--- src/rtl/bouncing_square_painter_if.sv ---
// Pixel-side bundle between the timing generator, the square painter and the TMDS encoders.
// The master drives coordinates, timing and controls; the slave returns colour, delayed timing and status.
interface bouncing_square_painter_if #(
    parameter int COORD_BITS  = 10,
    parameter int COLOUR_BITS = 8
);
    logic [COORD_BITS-1:0]  i_sx;
    logic [COORD_BITS-1:0]  i_sy;
    logic                   i_hsync;
    logic                   i_vsync;
    logic                   i_de;
    logic                   i_nf;
    logic [1:0]             i_speed;
    logic                   i_pause;
    logic [COLOUR_BITS-1:0] o_red;
    logic [COLOUR_BITS-1:0] o_green;
    logic [COLOUR_BITS-1:0] o_blue;
    logic                   o_hsync;
    logic                   o_vsync;
    logic                   o_de;
    logic [7:0]             o_bounce_count;
    logic                   o_corner;

    modport master (
        output i_sx, i_sy, i_hsync, i_vsync, i_de, i_nf, i_speed, i_pause,
        input  o_red, o_green, o_blue, o_hsync, o_vsync, o_de, o_bounce_count, o_corner
    );

    modport slave (
        input  i_sx, i_sy, i_hsync, i_vsync, i_de, i_nf, i_speed, i_pause,
        output o_red, o_green, o_blue, o_hsync, o_vsync, o_de, o_bounce_count, o_corner
    );
endinterface

--- src/rtl/bouncing_square_painter.sv ---
// Paints a bouncing filled square over a fixed background for the 480p HDMI path.
// Position moves once per new-frame strobe; the pixel path is a 2-stage pipeline with matched syncs.
module bouncing_square_painter #(
    parameter int COORD_BITS  = 10,
    parameter int COLOUR_BITS = 8,
    parameter int H_ACTIVE    = 640,
    parameter int V_ACTIVE    = 480,
    parameter int SQ_SIZE     = 32
) (
    input  logic                      i_clk_pxl,
    input  logic                      i_reset,
    bouncing_square_painter_if.slave  bus
);
    localparam int CW = COORD_BITS + 1;
    localparam logic [CW-1:0] LIM_X = CW'(H_ACTIVE - SQ_SIZE);
    localparam logic [CW-1:0] LIM_Y = CW'(V_ACTIVE - SQ_SIZE);
    localparam logic [CW-1:0] SQ    = CW'(SQ_SIZE);

    logic [CW-1:0] r_x, r_y;
    logic          r_dx_neg, r_dy_neg;
    logic [2:0]    r_ci;
    logic [7:0]    r_bounce_count;
    logic          r_corner;

    logic          r_s1_inside, r_s1_de, r_s1_hs, r_s1_vs;
    logic [2:0]    r_s1_ci;
    logic [COLOUR_BITS-1:0] r_red, r_green, r_blue;
    logic          r_s2_de, r_s2_hs, r_s2_vs;

    logic [CW-1:0] w_step, w_x_nxt, w_y_nxt, w_sx, w_sy;
    logic          w_dx_neg_nxt, w_dy_neg_nxt, w_bx, w_by, w_update, w_inside;
    logic [23:0]   w_pal, w_pix;

    assign w_update = bus.i_nf & ~bus.i_pause;
    assign w_step   = CW'(bus.i_speed) + CW'(1);
    assign w_sx     = CW'(bus.i_sx);
    assign w_sy     = CW'(bus.i_sy);

    always_comb begin
        w_x_nxt      = r_x;
        w_dx_neg_nxt = r_dx_neg;
        w_bx         = 1'b0;
        if (!r_dx_neg) begin
            if (r_x + w_step >= LIM_X) begin
                w_x_nxt      = LIM_X;
                w_dx_neg_nxt = 1'b1;
                w_bx         = 1'b1;
            end else begin
                w_x_nxt = r_x + w_step;
            end
        end else if (r_x <= w_step) begin
            w_x_nxt      = '0;
            w_dx_neg_nxt = 1'b0;
            w_bx         = 1'b1;
        end else begin
            w_x_nxt = r_x - w_step;
        end
    end

    always_comb begin
        w_y_nxt      = r_y;
        w_dy_neg_nxt = r_dy_neg;
        w_by         = 1'b0;
        if (!r_dy_neg) begin
            if (r_y + w_step >= LIM_Y) begin
                w_y_nxt      = LIM_Y;
                w_dy_neg_nxt = 1'b1;
                w_by         = 1'b1;
            end else begin
                w_y_nxt = r_y + w_step;
            end
        end else if (r_y <= w_step) begin
            w_y_nxt      = '0;
            w_dy_neg_nxt = 1'b0;
            w_by         = 1'b1;
        end else begin
            w_y_nxt = r_y - w_step;
        end
    end

    // A simultaneous X and Y bounce is a single event: one colour step, one count, corner pulse.
    always_ff @(posedge i_clk_pxl or posedge i_reset) begin
        if (i_reset) begin
            r_x            <= '0;
            r_y            <= '0;
            r_dx_neg       <= 1'b0;
            r_dy_neg       <= 1'b0;
            r_ci           <= '0;
            r_bounce_count <= '0;
            r_corner       <= 1'b0;
        end else begin
            r_corner <= w_update & w_bx & w_by;
            if (w_update) begin
                r_x      <= w_x_nxt;
                r_y      <= w_y_nxt;
                r_dx_neg <= w_dx_neg_nxt;
                r_dy_neg <= w_dy_neg_nxt;
                if (w_bx | w_by) begin
                    r_ci           <= r_ci + 3'd1;
                    r_bounce_count <= r_bounce_count + 8'd1;
                end
            end
        end
    end

    assign w_inside = (w_sx >= r_x) && (w_sx < r_x + SQ) &&
                      (w_sy >= r_y) && (w_sy < r_y + SQ);

    always_comb begin
        w_pal = 24'hFFFFFF;
        case (r_s1_ci)
            3'd0: w_pal = 24'hFFFFFF;
            3'd1: w_pal = 24'hFF0000;
            3'd2: w_pal = 24'h00FF00;
            3'd3: w_pal = 24'h0000FF;
            3'd4: w_pal = 24'hFFFF00;
            3'd5: w_pal = 24'h00FFFF;
            3'd6: w_pal = 24'hFF00FF;
            3'd7: w_pal = 24'hFF8000;
            default: w_pal = 24'hFFFFFF;
        endcase
    end

    assign w_pix = !r_s1_de ? 24'h000000 : (r_s1_inside ? w_pal : 24'h00008B);

    // Colour index travels with the pixel so a mid-pipeline update cannot tear it.
    always_ff @(posedge i_clk_pxl or posedge i_reset) begin
        if (i_reset) begin
            r_s1_inside <= 1'b0;
            r_s1_de     <= 1'b0;
            r_s1_hs     <= 1'b0;
            r_s1_vs     <= 1'b0;
            r_s1_ci     <= '0;
            r_red       <= '0;
            r_green     <= '0;
            r_blue      <= '0;
            r_s2_de     <= 1'b0;
            r_s2_hs     <= 1'b0;
            r_s2_vs     <= 1'b0;
        end else begin
            r_s1_inside <= w_inside;
            r_s1_de     <= bus.i_de;
            r_s1_hs     <= bus.i_hsync;
            r_s1_vs     <= bus.i_vsync;
            r_s1_ci     <= r_ci;
            r_red       <= COLOUR_BITS'(w_pix[23:16]);
            r_green     <= COLOUR_BITS'(w_pix[15:8]);
            r_blue      <= COLOUR_BITS'(w_pix[7:0]);
            r_s2_de     <= r_s1_de;
            r_s2_hs     <= r_s1_hs;
            r_s2_vs     <= r_s1_vs;
        end
    end

    assign bus.o_red          = r_red;
    assign bus.o_green        = r_green;
    assign bus.o_blue         = r_blue;
    assign bus.o_hsync        = r_s2_hs;
    assign bus.o_vsync        = r_s2_vs;
    assign bus.o_de           = r_s2_de;
    assign bus.o_bounce_count = r_bounce_count;
    assign bus.o_corner       = r_corner;
endmodule
--- src/flat_wrapper.sv ---
// flat-port wrapper written by rule: the top's interface ports become plain ports
module bouncing_square_painter_flat 
#(
    parameter int COORD_BITS  = 10,
    parameter int COLOUR_BITS = 8,
    parameter int H_ACTIVE    = 640,
    parameter int V_ACTIVE    = 480,
    parameter int SQ_SIZE     = 32
)
  (i_clk_pxl, i_reset, bus_i_sx, bus_i_sy, bus_i_hsync, bus_i_vsync, bus_i_de, bus_i_nf, bus_i_speed, bus_i_pause, bus_o_red, bus_o_green, bus_o_blue, bus_o_hsync, bus_o_vsync, bus_o_de, bus_o_bounce_count, bus_o_corner);
  bouncing_square_painter_if #(.COORD_BITS(COORD_BITS), .COLOUR_BITS(COLOUR_BITS)) bus_i ();
  input  logic i_clk_pxl;
  input  logic i_reset;
  input wire logic [$bits(bus_i.i_sx)-1:0] bus_i_sx;
  input wire logic [$bits(bus_i.i_sy)-1:0] bus_i_sy;
  input wire logic [$bits(bus_i.i_hsync)-1:0] bus_i_hsync;
  input wire logic [$bits(bus_i.i_vsync)-1:0] bus_i_vsync;
  input wire logic [$bits(bus_i.i_de)-1:0] bus_i_de;
  input wire logic [$bits(bus_i.i_nf)-1:0] bus_i_nf;
  input wire logic [$bits(bus_i.i_speed)-1:0] bus_i_speed;
  input wire logic [$bits(bus_i.i_pause)-1:0] bus_i_pause;
  output wire logic [$bits(bus_i.o_red)-1:0] bus_o_red;
  output wire logic [$bits(bus_i.o_green)-1:0] bus_o_green;
  output wire logic [$bits(bus_i.o_blue)-1:0] bus_o_blue;
  output wire logic [$bits(bus_i.o_hsync)-1:0] bus_o_hsync;
  output wire logic [$bits(bus_i.o_vsync)-1:0] bus_o_vsync;
  output wire logic [$bits(bus_i.o_de)-1:0] bus_o_de;
  output wire logic [$bits(bus_i.o_bounce_count)-1:0] bus_o_bounce_count;
  output wire logic [$bits(bus_i.o_corner)-1:0] bus_o_corner;
  assign bus_i.i_sx = bus_i_sx;
  assign bus_i.i_sy = bus_i_sy;
  assign bus_i.i_hsync = bus_i_hsync;
  assign bus_i.i_vsync = bus_i_vsync;
  assign bus_i.i_de = bus_i_de;
  assign bus_i.i_nf = bus_i_nf;
  assign bus_i.i_speed = bus_i_speed;
  assign bus_i.i_pause = bus_i_pause;
  assign bus_o_red = bus_i.o_red;
  assign bus_o_green = bus_i.o_green;
  assign bus_o_blue = bus_i.o_blue;
  assign bus_o_hsync = bus_i.o_hsync;
  assign bus_o_vsync = bus_i.o_vsync;
  assign bus_o_de = bus_i.o_de;
  assign bus_o_bounce_count = bus_i.o_bounce_count;
  assign bus_o_corner = bus_i.o_corner;
  bouncing_square_painter #(.COORD_BITS(COORD_BITS), .COLOUR_BITS(COLOUR_BITS), .H_ACTIVE(H_ACTIVE), .V_ACTIVE(V_ACTIVE), .SQ_SIZE(SQ_SIZE)) u_core (.i_clk_pxl(i_clk_pxl), .i_reset(i_reset), .bus(bus_i));
endmodule
--- config.mk ---
export PLATFORM = sky130hd
export DESIGN_NAME = bouncing_square_painter_flat
export DESIGN_NICKNAME = d
export VERILOG_FILES = /design/src/rtl/bouncing_square_painter_if.sv /design/src/rtl/bouncing_square_painter.sv /design/src/flat_wrapper.sv
export SDC_FILE = /design/constraint.sdc
export NUM_CORES = 1
export LEC_CHECK = 0
export ABC_AREA = 1
export BUFFER_PORTS_ARGS = -buffer_cell sky130_fd_sc_hd__buf_2
export CORE_MARGIN = 4
export CORE_UTILIZATION = 35
export CTS_CLUSTER_SIZE = 24
export DETAILED_ROUTE_END_ITERATION = 10
export GPL_TIMING_DRIVEN = 0
export MAX_ROUTING_LAYER = met4
export PLACE_DENSITY = 0.55
export SLEW_MARGIN = 20
export SYNTH_ARGS = -nofsm -noshare
export SYNTH_HDL_FRONTEND = slang
export SYNTH_SLANG_ARGS = --single-unit
--- constraint.sdc ---
create_clock -name i_clk_pxl -period 4.5 [get_ports i_clk_pxl]
set_clock_uncertainty 0.15 [all_clocks]
set_input_delay 0.225 -clock i_clk_pxl [delete_from_list [all_inputs] [get_ports i_clk_pxl]]
set_output_delay 0.225 -clock i_clk_pxl [all_outputs]
set_load 0.005 [all_outputs]
==> results of run 1 <==
cell type report:
cell class                 count  area share (%)
sequential                    51            24.1
buffer                        33            4.34
multi-input combinational    467            52.4
tap                          172            4.06
inverter                      77            5.49
clock inverter                 3           0.495
timing repair buffer          68            6.79
clock buffer                   5            2.36
worst max-delay path: stages:
cell and delay [ns]:
buf_2 0.11, ha_1 0.47, inv_1 0.17, fa_1 0.45
inv_1 0.11, nand2_1 0.06, nand2_1 0.09, nand2_1 0.07
inv_1 0.08, nand3_1 0.07, nand2_1 0.13, nand3_2 0.13
nand2_4 0.12, nand2_2 0.09, nand2_4 0.09, nand2_4 0.05
buf_6 0.13, nand2_1 0.06, nand2_1 0.05
routing by layer:
layer / track usage (%) / part of all wire (%)
met5: - / 0
met4: 4.34 / 1.9
met3: 2.12 / 2.7
met2: 29.2 / 50
met1: 21.0 / 46
registers in the layout, indices dropped and copies added (netlist names), 2 cells and up:
signal / flops
u_core.bus.o_blue: 2
u_core.bus.o_bounce_count: 8
u_core.bus.o_green: 2
u_core.r_ci: 3
u_core.r_s1_ci: 3
u_core.r_x: 11
u_core.r_y: 11
worst max path at each step:
stage | from | slack [ns] | cells after the start | end
after floorplan | bus_i_speed[0] | 1.97 | 18 | u_core.bus.o_bounce_count[5]
after global placement | bus_i_speed[0] | 1.48 | 19 | u_core.bus.o_bounce_count[2]
after detailed placement | bus_i_speed[0] | 1.45 | 19 | u_core.bus.o_bounce_count[5]
after CTS | bus_i_speed[0] | 1.75 | 19 | u_core.bus.o_bounce_count[3]
after global routing | bus_i_speed[0] | 1.55 | 19 | u_core.bus.o_bounce_count[3]
final | bus_i_speed[0] | 1.78 | 19 | u_core.bus.o_bounce_count[4]
where the power goes:
part           leakage (uW)  total [uW]  internal, uW  switching (uW)
Clock             0.0000748         404           212             192
Sequential         0.000623         745           593             152
Combinational       0.00219        1850           699            1160
layout by cell type (no fill, tap or decap), types with 12 or more instances in the layout:
cell type / netlist / final
nand2_1: 135 / 135
nor2_1: 76 / 76
buf_2: 4 / 68
inv_1: 66 / 65
nand3_1: 55 / 55
ha_1: 51 / 51
dfrtp_1: 51 / 51
a21oi_1: 28 / 28
xor2_1: 26 / 26
o21ai_0: 22 / 22
buf_4: 21 / 21
nand4_1: 12 / 12
kinds of logic (layout without fill, tap and decap cells):
group           after synthesis  in the layout  synth area share [%]
compound gates               69             69                  8.56
xor+xnor                     31             31                  5.93
fa+ha+maj                    55             55                  15.7
buf+inv                     110            186                  11.3
flops                        51             51                  27.9
simple gates                312            312                  30.6
Yosys cell counts (all sizes together), types with 5 or more instances:
library cell	n
nand2	145
nor2	78
inv	76
nand3	60
dfrtp	51
ha	51
a21oi	29
buf	28
xor2	26
o21ai	23
nand4	12
nor3	9
a22oi	8
clkbuf	5
xnor2	5
stage by stage:
| stage | cell area (sq um) | instances | utilization [%] |
|---|---|---|---|
| floorplan | 4580 | 628 | - |
| global placement | 5110 | 864 | 40.2 |
| detailed placement | 5110 | 864 | 40.2 |
| CTS | 5310 | 876 | 41.7 |
| global route | 5310 | 876 | 41.7 |
| finish | 5310 | 876 | 41.7 |
what timing repair did:
action                                 CTS  global route
endpoints found under the hold margin   54             0
hold buffers                             4             0
setup endpoints to repair                0             0
==> metrics.md, run 1 <==
| Metric | Value |
|---|---|
| Setup bufs post-CTS | `0` |
| Starting Density | `36.0%` |
| Hold path depth | `0` |
| Antenna cells | `0` |
| Largest net degree at the start of global routing | `52` |
| Final wirelength | `11.9 mm` |
| H-tree Lvls | `2` |
| TritonCTS clock tree | `yes` |
| Final Hold Vio Count | `0` |
| Post-synthesis cell type count | `38` |
| Min Hold Slack | `0.203 ns` |
| Synth top area share | `27.9%` |
| Sequential cell area | `1280 sq um` |
| Clk root buf | `clkbuf_16` |
| Worst EP required | `4.53 ns` |
| Startpoint types | `primary input` |
| # DRC | `0` |
| Worst Path Max Fanout | `10` |
| Startpoint of the worst hold path | `u_core.r_s1_vs` |
| EDFF count, synth | `0` |
| Detail Route Antenna Nets | `0` |
| CTS Sinks | `51` |
| Global route overflow | `0` |
| DP Wirelength | `9.58 mm` |
| Least-Margin Pin Slew | `0.674 ns` |
| Share of cells above drive strength 1 | `18.6%` |
| Full die area | `15,000 sq um` |
| Later-pin clock latency in the skew report | `0.30 ns` |
| Synth Instances | `628` |
| Kind of critical path | `in2reg` |
| Vias/cell | `4.83` |
| Setup slack, reg-to-reg | `1.89 ns` |
| Synth-to-Final Area Change | `15.9%` |
| Std cell rows | `41` |
| R2R cell count | `17` |
| Final net count | `787` |
| Total track usage | `16.9%` |
| Vias | `4,230` |
| R2R Path Start | `u_core.r_x[1]` |
| RSZ-0062 raised after global routing | `no` |
| Final period util | `60.4%` |
| Status | `complete, no violations` |
| Hold EP | `u_core.bus.o_vsync` |
| DIE WIDTH | `122 um` |
| Power Total | `3000 uW` |
| Syn_area_per_cell | `7.29 sq um` |
| Filler Cell Count | `1,352` |
| Post-synthesis sequential area ratio | `27.9%` |
| Slew margin rel. | `55.1%` |
| Share of flip-flops with an asynchronous set or reset | `100%` |
| Worst r2r dst | `u_core.bus.o_bounce_count[4]` |
| Slew Viols, Final | `0` |
| Final Critical Period | `2.72 ns` |
| Top cells by area, synth | `dfrtp_1 (28%), ha_1 (14%), nand2_1 (11%)` |
| Detailed Route Iter0 Violations | `208` |
| Max Clk Rate | `368 MHz` |
| First-pass GRT wire length | `19.9 mm` |
| PnR worst setup slack | `1.78 ns` |
| Endpoint type of the worst setup path | `flip-flop` |
| Area of the multi-input gates | `2780 sq um` |
| Max-cap viol count | `0` |
| Core area | `12,700 sq um` |
| Setup Viol. Count Final | `0` |
| Worst VDD drop | `0.168 mV` |
| Worst-path clk slew | `0.07 ns` |
| Arrival @ worst endpoint | `2.75 ns` |
| Cts repair resizes | `0` |
| Routed len/inst | `13.6 um` |
| CTS Buf Count | `5` |
| Synth area leader | `dfrtp_1` |
| Worst hold path type | `reg2reg` |
| Drt pass-1 iters | `5` |
| Top FF cell, synth | `dfrtp_1` |
| Synth warnings | `0` |
| Longest Clk Path Bufs | `2` |
| Die height | `122 um` |
| #FFs+latches synth | `51` |
| Sum Neg Setup Slack | `0 ns` |
| Vias in the first global route | `4,167` |
| Mapped Nets | `712` |
| Initial antenna violation count | `0` |
| Gp weighted congestion | `0.916` |
| Power Dens Cells | `566 nW/um^2` |
| # IOs | `65` |
| Static Leak | `0.00289 uW` |
| Port-buffer cells | `64` |
| Pre-CTS setup slack | `1.45 ns` |
| Cell Area, Synth | `4580 sq um` |
Power figures use the tool's default switching activity.
==> run 2: changes to the inputs <==
Clock period 4.5 ns to 2.8 ns, I/O delays scaled along.
==> run 2 against run 1 <==
Core utilization grew 0.16 points. Final area grew 0.38%. Die area is the same. Sequential power grew 61%. Non-clock buffer count grew 2. Setup slack lost 1.6 ns. Critical endpoint is now u_core.bus.o_bounce_count[3].
==> metrics.md, run 2 (synthesis gave the netlist of run 1 again) <==
| Metric | Value |
|---|---|
| Status | `complete, no violations` |
| Power Dens Cells | `911 nW/um^2` |
| Max-cap viol count | `0` |
| Setup Viol. Count Final | `0` |
| Most common cell after layout, fill and taps aside | `nand2_1` |
| Final period util | `92.9%` |
| Placed inst area | `5110 sq um` |
| Cells after DPL | `864` |
| DP Wirelength | `9.58 mm` |
| Kind of critical path | `reg2reg` |
| Hold EP | `u_core.r_y[9]` |
| Worst Path Max Fanout | `10` |
| H-tree Lvls | `2` |
| Slew margin rel. | `54.9%` |
| Sequential cell area | `1280 sq um` |
| Vias/cell | `4.84` |
| R2R cell count | `17` |
| Min Hold Slack | `0.188 ns` |
| # IOs | `65` |
| Top Metal Used | `met4` |
| Detailed Route Iter0 Violations | `206` |
| Worst EP required | `2.83 ns` |
| Drt pass-1 iters | `4` |
| Slew Viols, Final | `0` |
| Initial antenna violation count | `0` |
| Full die area | `15,000 sq um` |
| Setup slack, reg-to-reg | `0.20 ns` |
| Least-Margin Pin Slew | `0.676 ns` |
| Routed wl met2 | `5.93 mm` |
| Synth-to-Final Area Change | `16.4%` |
| CTS Buf Count | `5` |
| Top delay family on crit path | `simple AND/OR/NAND/NOR gates` |
| Arrival @ worst endpoint | `2.63 ns` |
| Worst-path clk slew | `0.08 ns` |
| CP most frequent cell | `nand2_1` |
| Core area | `12,700 sq um` |
| Share of cells above drive strength 1 | `19.1%` |
| CP bufs+invs | `4` |
| Worst VDD drop | `0.274 mV` |
| Detail Route Antenna Nets | `0` |
| # DRC | `0` |
| Total track usage | `16.9%` |
| Area of the multi-input gates | `2790 sq um` |
| Global route overflow | `0` |
| CP Cell Sequence | `inv_1, fa_1, inv_1, nand2_1, nand2_1, nand2_1, inv_1, nand3_1, nand2_2, nand3_2, nand2_4, nand2_2, nand2_4, nand2_4, buf_6, nand2_1, nand2_1` |
| Port-buffer cells | `64` |
| Wl on met1 | `5.48 mm` |
| Gp weighted congestion | `0.916` |
| Die height | `122 um` |
| Largest net degree at the start of global routing | `52` |
| Later-pin clock latency in the skew report | `0.30 ns` |
| Vias | `4,249` |
| Final std cells w/o fill | `878` |
| Metal3 WL | `307 um` |
| TritonCTS clock tree | `yes` |
| Max Clk Rate | `385 MHz` |
| Final wirelength | `12.0 mm` |
| Critical-path top delay cell | `fa_1` |
| Commonest cells after routing, fill and taps aside | `nand2_1 (134), nor2_1 (76), buf_2 (68)` |
| Core Util, Final | `41.9%` |
| Sum Neg Setup Slack | `0 ns` |
| Filler Cell Count | `1,350` |
| Routed len/inst | `13.6 um` |
| Antenna cells | `0` |
| Std cell rows | `41` |
| CP peak stage delay | `0.47 ns` |
| Design Area, Final | `5330 sq um` |
| Hold path depth | `5` |
| First-pass GRT wire length | `19.9 mm` |
| Startpoint of the worst hold path | `bus_i_pause` |
| Vias in the first global route | `4,167` |
| Clk root buf | `clkbuf_16` |
| CTS Sinks | `51` |
| Starting Density | `36.0%` |
| DIE WIDTH | `122 um` |
| Worst hold path type | `in2reg` |
| Startpoint types | `flip-flop` |
| Final Hold Vio Count | `0` |
| Final net count | `789` |
| Longest Clk Path Bufs | `2` |
| RSZ-0062 raised after global routing | `no` |
| Final Critical Period | `2.60 ns` |
| R2R Path Start | `u_core.r_x[1]` |
| Static Leak | `0.00290 uW` |
| Endpoint type of the worst setup path | `flip-flop` |
| Worst r2r dst | `u_core.bus.o_bounce_count[3]` |
## run 2: cell type report
type | count | area share (%)
Multi-Input combinational cell | 467 | 52.3
Clock inverter | 3 | 0.493
Buffer | 33 | 4.32
Inverter | 77 | 5.47
Timing Repair Buffer | 70 | 7.05
Tap cell | 172 | 4.04
Clock buffer | 5 | 2.35
Sequential cell | 51 | 24.0
## run 2: power by group
group	internal (uW)	total (uW)	switching, uW
combinational	1140	3010	1870
sequential	953	1200	245
clock	341	650	309
total	2430	4850	2420
## run 2: how the worst max path moves through the flow
stage	from	to	cells past startpoint
finish	u_core.r_x[1]	u_core.bus.o_bounce_count[3]	17
global route	u_core.r_x[1]	u_core.bus.o_bounce_count[3]	17
CTS	bus_i_speed[0]	u_core.bus.o_bounce_count[3]	19
detailed placement	bus_i_speed[0]	u_core.bus.o_bounce_count[5]	19
global placement	bus_i_speed[0]	u_core.bus.o_bounce_count[2]	19
floorplan	bus_i_speed[0]	u_core.bus.o_bounce_count[5]	18
## run 2: worst register-to-register path: stages, from the launching register on
cell and delay, ns:
dfrtp_1 0.42, inv_1 0.14, fa_1 0.47, inv_1 0.11, nand2_1 0.06, nand2_1 0.09, nand2_1 0.07, inv_1 0.08
nand3_1 0.08, nand2_2 0.11, nand3_2 0.11, nand2_4 0.12, nand2_2 0.09, nand2_4 0.09, nand2_4 0.05, buf_6 0.13
nand2_1 0.06, nand2_1 0.05
## run 2: per-stage QoR
stage	power, uW	setup slack (ns)
2_1_floorplan	3410	0.354
3_3_place_gp	4130	-0.134
3_5_place_dp	4180	-0.165
4_1_cts	4870	0.138
5_1_grt	5410	0.00152
6_report	4850	0.200
## run 2: repair_timing
action | in CTS | in global routing
buffers inserted | 0 | 2
hold endpoints to repair | 54 | 0
gates resized for setup | 0 | 2
endpoints found under the setup margin | 0 | 10
hold buffers | 4 | 0
## run 2: per-layer routing
metal / GRT usage, % / vias up
met5: - / -
met2: 29.2 / 74
li1: - / 2174
met4: 4.34 / 0
met3: 2.12 / 23
met1: 21.0 / 1978
